### config.mk
export PLATFORM = sky130hd
export DESIGN_NAME = pwm_capture
export DESIGN_NICKNAME = d
export VERILOG_FILES = /design/src/rtl/pwm_capture.sv
export SDC_FILE = /design/constraint.sdc
export NUM_CORES = 1
export LEC_CHECK = 0
export BUFFER_PORTS_ARGS = -buffer_cell sky130_fd_sc_hd__buf_2
export CAP_MARGIN = 30
export CORE_MARGIN = 10
export CORE_UTILIZATION = 63
export CTS_CLUSTER_SIZE = 28
export DETAILED_ROUTE_END_ITERATION = 10
export GPL_TIMING_DRIVEN = 0
export PLACE_DENSITY = 0.86
export SETUP_SLACK_MARGIN = 0.15
export SLEW_MARGIN = 20
export SYNTH_ARGS = -nofsm -noshare
export SYNTH_HDL_FRONTEND = slang
export SYNTH_SLANG_ARGS = --single-unit
### constraint.sdc
create_clock -name clk -period 17.5 [get_ports clk]
set_input_delay 3.5 -clock clk [delete_from_list [all_inputs] [get_ports clk]]
set_output_delay 3.5 -clock clk [all_outputs]
set_load 0.02 [all_outputs]
### src/rtl/pwm_capture.sv
// PWM input capture: measures period and high time of an external PWM pin
// in prescaled ticks, with single/continuous modes and a tick-based timeout.
//
// state     | meaning
// IDLE      | disarmed; arms next cycle if mode is single or continuous
// WAIT_RISE | armed, waiting for a rising edge to open a window
// HIGH      | window open, pin high: period and high-time counting
// LOW       | window open, pin low: period counting, next rise captures
// DONE      | single capture finished, results held until a mode change
module pwm_capture #(
    parameter int WIDTH       = 32,
    parameter int SYNC_STAGES = 2
) (
    input  logic             clk,
    input  logic             reset,
    input  logic [1:0]       control,
    input  logic [WIDTH-1:0] prescalor,
    input  logic [WIDTH-1:0] timeout,
    input  logic             pwm_in,
    output logic [WIDTH-1:0] period,
    output logic [WIDTH-1:0] high_time,
    output logic             cap_valid,
    output logic             cap_int,
    output logic             timeout_flag,
    output logic             busy
);

    typedef enum logic [2:0] {
        IDLE      = 3'd0,
        WAIT_RISE = 3'd1,
        HIGH      = 3'd2,
        LOW       = 3'd3,
        DONE      = 3'd4
    } state_t;

    state_t                 state;
    logic [1:0]             prev_mode;
    logic [SYNC_STAGES-1:0] sync_ff;
    logic                   sync_d;
    logic [WIDTH-1:0]       cnt_pres;
    logic [WIDTH-1:0]       per_cnt;
    logic [WIDTH-1:0]       hi_cnt;

    logic             sync;
    logic             rise;
    logic             fall;
    logic             tick;
    logic             mode_change;
    logic             armed_mode;
    logic             timeout_hit;
    logic [WIDTH-1:0] restart_pres;
    logic [WIDTH-1:0] restart_cnt;
    logic [WIDTH-1:0] per_inc;
    logic [WIDTH-1:0] hi_inc;

    always_ff @(posedge clk or posedge reset) begin
        if (reset) begin
            sync_ff <= '0;
            sync_d  <= 1'b0;
        end else begin
            sync_ff <= {sync_ff[SYNC_STAGES-2:0], pwm_in};
            sync_d  <= sync_ff[SYNC_STAGES-1];
        end
    end

    assign sync        = sync_ff[SYNC_STAGES-1];
    assign rise        = sync & ~sync_d;
    assign fall        = ~sync & sync_d;
    assign tick        = (cnt_pres == prescalor);
    assign mode_change = (control != prev_mode);
    assign armed_mode  = (control == 2'b01) || (control == 2'b10);

    // The rise cycle is the first clock of a new window, so with no
    // prescaling it already contributes one tick.
    assign restart_pres = (prescalor == '0) ? '0 : WIDTH'(1);
    assign restart_cnt  = (prescalor == '0) ? WIDTH'(1) : '0;

    assign per_inc     = (tick && per_cnt != '1) ? per_cnt + 1'b1 : per_cnt;
    assign hi_inc      = (tick && hi_cnt != '1) ? hi_cnt + 1'b1 : hi_cnt;
    assign timeout_hit = (timeout != '0) && tick && ((per_cnt + 1'b1) == timeout);

    always_ff @(posedge clk or posedge reset) begin
        if (reset) begin
            state        <= IDLE;
            prev_mode    <= 2'b00;
            cnt_pres     <= '0;
            per_cnt      <= '0;
            hi_cnt       <= '0;
            period       <= '0;
            high_time    <= '0;
            cap_valid    <= 1'b0;
            cap_int      <= 1'b0;
            timeout_flag <= 1'b0;
            busy         <= 1'b0;
        end else begin
            cap_int  <= 1'b0;
            cnt_pres <= tick ? '0 : cnt_pres + 1'b1;
            if (mode_change) begin
                prev_mode    <= control;
                state        <= IDLE;
                busy         <= 1'b0;
                cnt_pres     <= '0;
                per_cnt      <= '0;
                hi_cnt       <= '0;
                period       <= '0;
                high_time    <= '0;
                cap_valid    <= 1'b0;
                timeout_flag <= 1'b0;
            end else begin
                case (state)
                    IDLE: begin
                        if (armed_mode) begin
                            state <= WAIT_RISE;
                            busy  <= 1'b1;
                        end
                    end
                    WAIT_RISE: begin
                        if (rise) begin
                            state    <= HIGH;
                            cnt_pres <= restart_pres;
                            per_cnt  <= restart_cnt;
                            hi_cnt   <= restart_cnt;
                        end
                    end
                    HIGH: begin
                        if (timeout_hit) begin
                            state        <= WAIT_RISE;
                            timeout_flag <= 1'b1;
                            cap_int      <= 1'b1;
                        end else if (fall) begin
                            per_cnt <= per_inc;
                            state   <= LOW;
                        end else begin
                            per_cnt <= per_inc;
                            hi_cnt  <= hi_inc;
                        end
                    end
                    LOW: begin
                        if (rise) begin
                            period    <= per_cnt;
                            high_time <= hi_cnt;
                            cap_valid <= 1'b1;
                            cap_int   <= 1'b1;
                            if (control == 2'b10) begin
                                state    <= HIGH;
                                cnt_pres <= restart_pres;
                                per_cnt  <= restart_cnt;
                                hi_cnt   <= restart_cnt;
                            end else begin
                                state <= DONE;
                                busy  <= 1'b0;
                            end
                        end else if (timeout_hit) begin
                            state        <= WAIT_RISE;
                            timeout_flag <= 1'b1;
                            cap_int      <= 1'b1;
                        end else begin
                            per_cnt <= per_inc;
                        end
                    end
                    DONE: begin
                    end
                    default: begin
                        state <= IDLE;
                        busy  <= 1'b0;
                    end
                endcase
            end
        end
    end

endmodule

Word level (Yosys, flattened, before mapping)
Cells that the tools add are included.

operators by class
  reduce and logical (&&, ||, !) cells = 19
  $lt $le $gt $ge = 0
  bitwise operators = 4
  shifts and indexed selects = 0
  $add $sub $neg = 3
  multipliers = 0
  equal/unequal tests = 25
  mux-type cells = 52
  div/mod/pow operators = 0

operator list
  kind                     number
  $mux W32                 22
  $pmux W32 S3             2
  $add A32 B1 Y32 const B  3
  $eq A32 B32 Y1           2
  $ne A32 B32 Y1 const B   2
  $pmux W32 S2             1
  $logic_not A32 Y1        1
  $reduce_bool A32 Y1      1
  $ne A3 B3 Y1 const B     9
  $mux W3                  8
  $mux W1                  15
  $pmux W3 S5              1
  $ne A4 B4 Y1 const B     3
  $reduce_and A7 Y1        1
  $eq A3 B2 Y1 const B     2
  $reduce_and A5 Y1        1
  $logic_and A1 B1 Y1      4
  $pmux W1 S2              2
  $reduce_and A2 Y1        2
  $reduce_and A4 Y1        1
  $reduce_bool A2 Y1       2
  $reduce_bool A4 Y1       1
  $eq A3 B1 Y1 const B     1
  $eq A3 B3 Y1 const B     1
  other kinds (13)         15

word-level totals
  word-level logic and storage cells = 116
  memories = 0
  memory bits (writable) = 0
  input bits = 69
  ROM bits = 0
  latch bits = 0
  output and inout bits = 68
  bits in registers = 172

Depth between registers and ports, before layout
Gate-level depths: netlist of the first run.

  depth after elaboration = 7
  depth in mapped cells = 14
  depth with buffers taken out = 11

Worst setup path after synthesis of the first run
Ideal clock, no wire load.

  kind = input port to flip-flop
  from = input prescalor[20]
  to = register hi_cnt[25]
  data arrival time = 5.856 ns
  slack = 11.521 ns
  stages on the path = 11
  setup time = 0.124 ns
  data required time = 17.376 ns
  cells stage by stage = xnor2_1 nand4_1 nor4_1 nand2_1 or3_1 or4_4 o311ai_4 or2_1 buf_4 nor4_1 o21bai_1

on the way
  word-level cells in the longest chain between the ends = 5
  elaborated cells between the ends (all ways) = 7

ends and longest elaborated chain
  item                              line  source
  start, declared                   17    input logic [WIDTH-1:0] prescalor,
  $eq A32 B32 Y1 (*)                69    assign tick = (cnt_pres == prescalor);
  $logic_and A1 B1 Y1 (2 in a row)  80    assign timeout_hit = (timeout != '0) && tick && ((per_cnt + 1'b1) == timeout);
  $ne A3 B3 Y1 (no line)            n/a
  $reduce_and A7 Y1 (no line) (*)   n/a
  end signal, assigned              122   hi_cnt <= restart_cnt;
  end signal, assigned              135   hi_cnt <= hi_inc;
  end signal, assigned              148   hi_cnt <= restart_cnt;
  end, declared                     42    logic [WIDTH-1:0] hi_cnt;

Every way passes the cells marked *; elsewhere a longest branch is shown, timed or not.
A chain may end at the register's enable or synchronous reset.

Worst setup path after layout of the first run
  from = input prescalor[25]
  to = register per_cnt[24]

on the way
  word-level cells in the longest chain between the ends = 7
  elaborated cells between the ends (all ways) = 9

ends and longest elaborated chain
  item                                             line    source
  $eq A32 B32 Y1 (*)                               69
  $logic_and A1 B1 Y1 (on tied branches)           78, 80
  $mux W32 or $logic_and A1 B1 Y1 (tied branches)  78, 80
  $mux W32 (*)                                     126     if (timeout_hit) begin
  $mux W32                                         139     if (rise) begin
  $pmux W32 S3 (*)                                 110     case (state)
  $mux W32 (*)                                     98      if (mode_change) begin
  end signal, assigned                             131     per_cnt <= per_inc;
  end signal, assigned                             134     per_cnt <= per_inc;
  end signal, assigned                             147     per_cnt <= restart_cnt;
  end, declared                                    41      logic [WIDTH-1:0] per_cnt;

Marks and branches as above.

==> results.toml, run 1 <==
[synthesis]
synth_cell_types = 69
synth_top_area_share_pct = 42.9
synth_edf_count = 0
synth_area_per_cell_um2 = 8.56
ys_top_cells_by_count = "nand2_1 (211), dfrtp_1 (172), o21ai_0 (89)"
synth_xor_area_share_pct = 10.0
synth-seq-cells = 172
yosys_warnings = 0
synthAdderAreaFrac_pct = 0.499
netlist_top_cells_area = "dfrtp_1 (43%), nand2_1 (7.9%), xnor2_1 (6.1%)"
synth_ff_type = "dfrtp_1"
yosys.area.top_type = "dfrtp_1"
synth_top_family_by_area = "simple AND/OR/NAND/NOR gates"
mappedNetlistArea_mm2 = 0.0100
async_reset_ff_share_pct = 100
synthCells = 1171
synth_compound_area_share_pct = 12.9
yosys.area_share.simple_pct = 28.6
yosysMostFrequentCell = "nand2_1"
ys_seq_area_share_pct = 42.9
synth_fp_nets = 1244
synthMuxAreaShare_pct = 0.898

[critical_path]
cp_slowest_cell = "or3_1"
cp_cell_sequence = "buf_2 -> xnor2_1 -> nand4_1 -> nor4_1 -> nand2_1 -> or3_1 -> nor2_1 -> nand3_2 -> nand2_1 -> buf_2 -> buf_2 -> nor4_1 -> a211o_1"
r2r-end = "per_cnt[24]"
cpMostUsedCell = "buf_2"
start_kind = "input pin"
r2r_start = "per_cnt[17]"
cp_slowest_stage_delay_ns = 0.47
path_delay_family = "simple AND/OR/NAND/NOR gates"
criticalPathCategory = "input pin to register"
crit_buf_inv = 3
rr_worst_depth = 12
r2r_setup_slack_ns = 13.04
cp_max_fo = 10
critical_path_required_ns = 17.82
worstPathArrival_ns = 6.64
worstSetupEndpointType = "register"

[sta]
fin_crit_sh_pct = 36.1
finalMaxSlewViolations = 0
hold_viol = 0
rsz0062_at_grt = "false"
worst_pin_slew_ns = 0.848
fmax_ghz = 0.158
fin_setup_tns_ns = 0
setup_viol = 0
layout_min_cycle_time_ns = 6.32
clock_skew_ns = 0.00960
relSlewSlack_pct = 42.9

[clocking]
cts_resized = 0
htreeDepth = 4
cts_hold_buf = 0
cts_tree = "done"
clkTransAtPathRegs_ns = 0.07
cts_setup_buffers = 0
clockRootBuffer = "clkbuf_16"
cts.sinks = 172
cts.path.max_buffers = 2
cts_buffers = 17
clk_latency_ns = 0.44

[global_routing]
antenna_found_initial = 0
grt_use_total_pct = 27.8
grt_pass1_vias = 9578
overflow = 0
grt_pass1_wl_mm = 49.1
grt_max_degree = 105

[flow_run]
max-cap-violations = 0

[floorplan]
std_cell_rows = 46
initial_utilization_pct = 63.6
dieArea_mm2 = 0.0214
core_mm2 = 0.0158
die_h_um = 146
ios = 137
die_x_um = 146

[finish]
instances_no_fill = 1556
register_area_mm2 = 0.00430
multi_input_area_mm2 = 0.00531
nets = 1400
diodes = 0
drive_gt1_share_pct = 15.7
fillCellCount = 1241
utilization_pct = 73.6
final_cell_area_mm2 = 0.0116
syn_to_final_growth_pct = 15.7

[pwr]
power_mw = 0.860
ir_drop_v = 0.0000733
power_density_mw_per_mm2 = 74.1
leakagePower_nw = 4.95

[min_path]
min_to = "sync_ff[1]"
holdCritStartpoint = "sync_ff[0]"
hold_depth = 0
min_path_type = "register to register"

[place]
place_area_mm2 = 0.0110
numPortBuffers = 136
dp_hpwl_mm = 21.8
placed_cells_incl_taps = 1524
gp_congestion = 0.966

[route]
vias_per_cell = 6.30
first_pass_iters = 6
num_vias = 9809
drc_errors = 0
ant_nets = 0
wl_per_cell_um = 19.4
drtIter0Drc = 1194
routed_wl_mm = 30.2

[run_status]
status = "finished clean"
[through the flow]
stage	hold slack (ns)	setup slack, ns
after detailed placement	0.339	10.82
after global routing	0.368	11.03
after CTS	0.357	11.26
after global placement	0.335	7.41
after floorplan	0.331	9.34
final	0.355	11.18
[layer usage]
metal / up-vias / part of all wire [%] / GRT usage [%]
met1: 4656 / 40 / 34.9
met5: - / 0 / 0
met2: 547 / 47 / 45.5
met4: 0 / 3.9 / 12.8
li1: 4488 / - / -
met3: 118 / 8.6 / 5.13
[cells in the final DEF, fill, tap and decap left out, types with 5 or more instances in the layout]
cell type / synthesis / final
a21oi_1: 14 / 14
o21ai_0: 89 / 89
nand2_1: 211 / 211
xnor2_1: 70 / 70
o211ai_1: 18 / 18
mux2i_1: 9 / 9
nand3_1: 49 / 49
nor3_1: 25 / 25
and3_1: 21 / 21
nand2b_1: 8 / 8
or4_1: 20 / 20
xor2_1: 45 / 45
inv_1: 16 / 15
buf_2: 14 / 150
nand4_1: 51 / 51
o21ai_1: 6 / 6
and2_1: 9 / 9
buf_4: 7 / 7
and4_1: 8 / 8
nor4_1: 34 / 34
dfrtp_1: 172 / 172
clkbuf_16: 0 / 17
clkbuf_1: 60 / 60
or3_1: 18 / 18
o311ai_0: 5 / 5
a31oi_1: 18 / 18
nor2_1: 88 / 88
o31ai_1: 11 / 11
nor2b_1: 5 / 5
[area by class of cell]
class	instances	area share, %
inverter	16	0.582
tap	216	2.33
sequential	172	37.1
timing repair buffer	137	6.10
multi-input combinational	900	45.8
clock inverter	11	0.928
buffer	83	3.06
clock buffer	21	4.14
[logic make-up (layout without fill, tap and decap cells)]
| group | after synthesis | in the layout |
|---|---|---|
| compound gates | 201 | 201 |
| xor+xnor | 115 | 115 |
| fa+ha+maj | 4 | 4 |
| buf+inv | 99 | 268 |
| flops | 172 | 172 |
| mux | 9 | 9 |
| simple gates | 571 | 571 |
[flip-flops by register name, summed over array words and instances, names as in the netlist]
register,cells
hi_cnt,32
sync_ff,2
per_cnt,32
high_time,32
sync_d,1
period,32
cap_valid,1
timeout_flag,1
cap_int,1
cnt_pres,32
busy,1
prev_mode,2
state,3
[worst max-delay path by stage]
stage	start	endpoint	slack [ns]	depth (start not counted)
global route	prescalor[25]	per_cnt[20]	11.03	13
detailed placement	prescalor[25]	hi_cnt[21]	10.82	12
global placement	reset	period[14]	7.41	2
floorplan	reset	busy	9.34	1
CTS	prescalor[25]	hi_cnt[21]	11.26	12
finish	prescalor[25]	per_cnt[24]	11.18	13
[power by group]
| part | switching, mW | internal (mW) |
|---|---|---|
| Sequential | 0.00176 | 0.399 |
| Combinational | 0.0579 | 0.0223 |
| Clock | 0.166 | 0.213 |
Power figures use the tool's default switching activity.
==> run 2: changes to the inputs <==
--- a/config.mk
+++ b/config.mk
@@ -8,11 +8,11 @@
 export BUFFER_PORTS_ARGS = -buffer_cell sky130_fd_sc_hd__buf_2
 export CAP_MARGIN = 30
 export CORE_MARGIN = 10
-export CORE_UTILIZATION = 63
+export CORE_UTILIZATION = 53
 export CTS_CLUSTER_SIZE = 28
 export DETAILED_ROUTE_END_ITERATION = 10
 export GPL_TIMING_DRIVEN = 0
-export PLACE_DENSITY = 0.86
+export PLACE_DENSITY = 0.77
 export SETUP_SLACK_MARGIN = 0.15
 export SLEW_MARGIN = 20
 export SYNTH_ARGS = -nofsm -noshare
==> constraint.sdc (replaced) <==
create_clock -name clk -period 5.45 [get_ports clk]
set_input_delay 1.09 -clock clk [delete_from_list [all_inputs] [get_ports clk]]
set_output_delay 1.09 -clock clk [all_outputs]
set_load 0.02 [all_outputs]
==> run 2 against run 1 <==
Critical path depth shrank 1. Clock skew is essentially flat. Largest cell class unchanged. Die area grew 16%.
==> results.toml, run 2 (synthesized netlist as in run 1, its figures left out) <==
[route]
dr_wl_met3_mm = 2.36
dr_wl_met2_mm = 14.6
wl_per_cell_um = 19.4
met1Wirelength_mm = 12.8
first_pass_iters = 5
routed_wl_mm = 30.6
drc_errors = 0
vias_per_cell = 6.07
ant_nets = 0
drtIter0Drc = 828
num_vias = 9585
highest-signal-layer = "met4"

[clocking]
clkTransAtPathRegs_ns = 0.06
cts.path.max_buffers = 2
cts_setup_buffers = 0
cts_hold_buf = 0
htreeDepth = 4
cts.sinks = 172
clockRootBuffer = "clkbuf_16"
clk_latency_ns = 0.44
cts_buffers = 17
cts_tree = "done"
cts_resized = 0

[floorplan]
ios = 137
std_cell_rows = 50
dieArea_mm2 = 0.0248
die_x_um = 158
initial_utilization_pct = 53.8
die_h_um = 158
core_mm2 = 0.0186

[sta]
fin_setup_tns_ns = 0
clock_skew_ns = 0.00983
layout_min_cycle_time_ns = 4.28
hold_viol = 0
setup_viol = 0
relSlewSlack_pct = 38.6
worst_pin_slew_ns = 0.912
fin_crit_sh_pct = 78.6
rsz0062_at_grt = "false"
fmax_ghz = 0.234
finalMaxSlewViolations = 0

[global_routing]
antenna_found_initial = 0
grt_pass1_wl_mm = 49.1
overflow = 0
grt_pass1_vias = 9393
grt_use_total_pct = 24.7
grt_max_degree = 34

[finish]
final_common_cell = "nand2_1"
diodes = 0
final_cell_area_mm2 = 0.0118
layout_common_cells = "nand2_1 (211), dfrtp_1 (172), buf_2 (150)"
nets = 1404
fillCellCount = 1658
drive_gt1_share_pct = 15.7
syn_to_final_growth_pct = 17.4

[critical_path]
criticalPathCategory = "register to register"
start_kind = "register"
critical_path_required_ns = 5.76
worstPathArrival_ns = 4.59
cp_cell_sequence = "ha_1 -> nand3_2 -> nor3_1 -> or4b_1 -> xnor2_1 -> or3_1 -> or4_4 -> o311ai_4 -> or2_1 -> buf_4 -> nor4_1 -> o21bai_1"
cp_slowest_cell = "or4_4"
worstSetupEndpointType = "register"
crit_buf_inv = 1
cp_slowest_stage_delay_ns = 0.57
cp_max_fo = 10
path_delay_family = "simple AND/OR/NAND/NOR gates"

[pwr]
power_density_mw_per_mm2 = 251
ir_drop_v = 0.000223
leakagePower_nw = 5.02

[place]
dp_hpwl_mm = 22.6
place_area_mm2 = 0.0111
gp_congestion = 0.966
numPortBuffers = 136

[flow_run]
max-cap-violations = 0

[run_status]
status = "finished clean"

[min_path]
min_path_type = "register to register"
-- run 2: cell types whose count changed in the layout (fill, tap and decap cells not counted) --
cell        before  now
buf_12           0    5
bufinv_16        1    5
clkbuf_1        60   63
inv_6            3    0
clkinv_2         2    0
buf_16           1    0
clkinv_4         3    2
clkinvlp_4       2    1
-- run 2: cell type report --
class	instances	area [um2]	share of cell area (%)
Inverter	16	63.8	0.542
Tap cell	234	293	2.49
Buffer	83	355	3.02
Sequential cell	172	4300	36.6
Clock inverter	8	179	1.52
Timing Repair Buffer	141	781	6.63
Clock buffer	24	492	4.18
Multi-Input combinational cell	900	5310	45.1
-- run 2: metal layers --
| layer | vias to the layer above | track usage (%) |
|---|---|---|
| met1 | 4609 | 31.6 |
| li1 | 4478 | - |
| met3 | 72 | 5.38 |
| met5 | - | 0 |
| met2 | 426 | 40.6 |
| met4 | 0 | 8.19 |
-- run 2: path summary, 6_finish.rpt --
| check | startpoint | endpoint | slack, ns | depth (start not counted) |
|---|---|---|---|---|
| worst max-delay path | per_cnt[0] | hi_cnt[29] | 1.17 | 12 |
| worst min-delay path | sync_ff[0] | sync_ff[1] | 0.36 | 0 |
| worst max register to register | per_cnt[0] | hi_cnt[29] | 1.17 | 12 |
| worst min register to register | sync_ff[0] | sync_ff[1] | 0.36 | 0 |
| max in group asynchronous | reset | high_time[14] | 3.90 | 4 |
| min in group asynchronous | reset | period[27] | 0.74 | 2 |
-- run 2: metrics by stage --
step	instances	total power [mW]	util [%]	hold slack (ns)	setup WS, ns
final	1578	2.95	63.2	0.361	1.17
after detailed placement	1546	1.57	59.6	0.350	1.11
after global routing	1578	3.03	63.2	0.371	0.964
after global placement	1541	1.56	59.0	0.355	1.06
after CTS	1578	2.95	63.2	0.364	1.25
after floorplan	1171	1.46	-	0.331	1.88
-- run 2: where the power goes --
group          internal (mW)  switching (mW)
Combinational         0.0767           0.189
Sequential              1.28         0.00566
Clock                  0.869           0.528
Total                   2.23           0.722
-- run 2: worst register-to-register path: stages, from the launching register on --
cell      delay, ns
dfrtp_1        0.53
ha_1           0.36
nand3_2        0.27
nor3_1         0.38
or4b_1         0.56
xnor2_1        0.17
or3_1          0.33
or4_4          0.57
o311ai_4       0.40
or2_1          0.20
buf_4          0.18
nor4_1         0.06
o21bai_1       0.17
==> run 3: changes to the inputs <==
--- a/config.mk
+++ b/config.mk
@@ -8,11 +8,11 @@
 export BUFFER_PORTS_ARGS = -buffer_cell sky130_fd_sc_hd__buf_2
 export CAP_MARGIN = 30
 export CORE_MARGIN = 10
-export CORE_UTILIZATION = 53
+export CORE_UTILIZATION = 58
 export CTS_CLUSTER_SIZE = 28
 export DETAILED_ROUTE_END_ITERATION = 10
 export GPL_TIMING_DRIVEN = 0
-export PLACE_DENSITY = 0.77
+export PLACE_DENSITY = 0.8
 export SETUP_SLACK_MARGIN = 0.15
 export SLEW_MARGIN = 20
 export SYNTH_ARGS = -nofsm -noshare
==> constraint.sdc (replaced) <==
create_clock -name clk -period 4.3 [get_ports clk]
set_input_delay 0.86 -clock clk [delete_from_list [all_inputs] [get_ports clk]]
set_output_delay 0.86 -clock clk [all_outputs]
set_load 0.02 [all_outputs]
==> run 3 against run 2 <==
Core utilization is 6.0 points higher. Power up 24%. Clock-buffer cell count is 2 lower. Register-to-register slack lost 0.95 ns. Highest routed layer unchanged. Clock skew up 0.00065 ns. Final cell count fell by 0.38%. Largest power group unchanged. Via count grew 0.77%. First-iteration DRC count rose by 9.7%. Sequential share of layout area fell by 0.17 points.
==> results.toml, run 3 (synthesized netlist as in run 1, its figures left out) <==
[finish]
syn_to_final_growth_pct = 18.0
final_common_cell = "nand2_1"
drive_gt1_share_pct = 16.3
nets = 1406
layout_common_cells = "nand2_1 (211), dfrtp_1 (171), buf_2 (149)"
instances_no_fill = 1572
fillCellCount = 1408

[floorplan]
dieArea_mm2 = 0.0229
ios = 137
core_mm2 = 0.0171
std_cell_rows = 48
die_h_um = 151
die_x_um = 151
initial_utilization_pct = 58.6

[critical_path]
cp_max_fo = 10
worstSetupEndpointType = "register"
cp_slowest_stage_delay_ns = 0.63
criticalPathCategory = "register to register"
cp_cell_sequence = "ha_2 -> nand3_2 -> nor3_1 -> nand4_1 -> mux2i_1 -> o32ai_1 -> nor3_2 -> nand3_2 -> nand2_1 -> buf_2 -> clkbuf_4 -> o311ai_0 -> o41ai_1"
critical_path_required_ns = 4.59
start_kind = "register"
cpMostUsedCell = "nand3_2"
cp_slowest_cell = "o32ai_1"
worstPathArrival_ns = 4.37

[sta]
clock_skew_ns = 0.0105
finalMaxSlewViolations = 0
setup_viol = 0
worst_pin_slew_ns = 0.848
fin_hold_ws_ns = 0.385
fin_crit_sh_pct = 95.0
hold_viol = 0
rsz0062_at_grt = "false"
fmax_ghz = 0.245
fin_setup_tns_ns = 0
relSlewSlack_pct = 43.0
layout_min_cycle_time_ns = 4.08

[route]
routed_wl_mm = 29.7
drtIter0Drc = 908
num_vias = 9659
wl_per_cell_um = 18.9
vias_per_cell = 6.14
first_pass_iters = 6
ant_nets = 0
drc_errors = 0

[pwr]
leakagePower_nw = 5.03
ir_drop_v = 0.000315
power_density_mw_per_mm2 = 310
power_mw = 3.67

[clocking]
cts.path.max_buffers = 2
clockRootBuffer = "clkbuf_16"
cts_tree = "done"
htreeDepth = 4
cts_buffers = 17
clk_latency_ns = 0.43
cts_hold_buf = 0
clkTransAtPathRegs_ns = 0.07
cts.sinks = 172

[flow_run]
max-cap-violations = 0

[global_routing]
antenna_found_initial = 0
grt_pass1_vias = 9556
grt_pass1_wl_mm = 48.3
grt_use_total_pct = 26.1
grt_max_degree = 32
overflow = 0

[place]
placed_cells_incl_taps = 1538
gp_congestion = 0.973
dp_hpwl_mm = 21.9
numPortBuffers = 136

[min_path]
min_path_type = "register to register"

[run_status]
status = "finished clean"
## run 3: final timing paths
check | start | endpoint | slack, ns | cells past startpoint
min | sync_ff[0] | sync_ff[1] | 0.38 | 0
max | per_cnt[0] | per_cnt[2] | 0.22 | 13
min reg2reg | sync_ff[0] | sync_ff[1] | 0.38 | 0
min in group asynchronous | reset | per_cnt[19] | 0.52 | 2
max in group asynchronous | reset | high_time[9] | 2.81 | 5
max reg2reg | per_cnt[0] | per_cnt[2] | 0.22 | 13
## run 3: area by class of cell
class / count / area [um2] / area share [%]
Antenna cell: 1 / 2.50 / 0.0211
Buffer: 83 / 358 / 3.02
Clock buffer: 22 / 454 / 3.84
Clock inverter: 10 / 189 / 1.60
Inverter: 16 / 63.8 / 0.539
Multi-Input combinational cell: 900 / 5360 / 45.3
Sequential cell: 172 / 4310 / 36.4
Tap cell: 225 / 282 / 2.38
Timing Repair Buffer: 143 / 823 / 6.96
## run 3: timing repair
action	in CTS	in global routing
endpoints found under the setup margin	6	55
setup buffers	0	1
gates resized for setup	2	8
hold endpoints to repair	0	0
pin swaps	0	1
## run 3: power by group
group	switching [mW]	internal [mW]
combinational	0.235	0.101
clock	0.655	1.05
sequential	0.00674	1.63
total	0.897	2.78
## run 3: per-layer routing
metal	routed length, um	GRT usage [%]	up-vias
met1	12300	33.8	4655
met3	2580	5.94	56
met2	14200	42.3	452
met4	659	8.66	0
li1	-	-	4496
met5	0	0	-
## run 3: critical path, delay by kind of cell, from the launching register on
kind	cells	cell delay, ns
AND/OR/NAND/NOR	6	1.33
adder cells (fa/ha/maj)	1	0.29
AO/OA/AOI/OAI	3	1.20
buffers and inverters	2	0.46
flip-flops	1	0.48
multiplexers	1	0.17
## run 3: metrics by stage
step,instance area (um2),worst slack (ns),utilization (%)
2_1_floorplan,10000,0.737,-
3_3_place_gp,11000,0.113,64.2
3_5_place_dp,11100,0.0686,65.0
4_1_cts,11800,0.207,68.8
5_1_grt,11800,0.144,69.1
6_report,11800,0.216,69.1
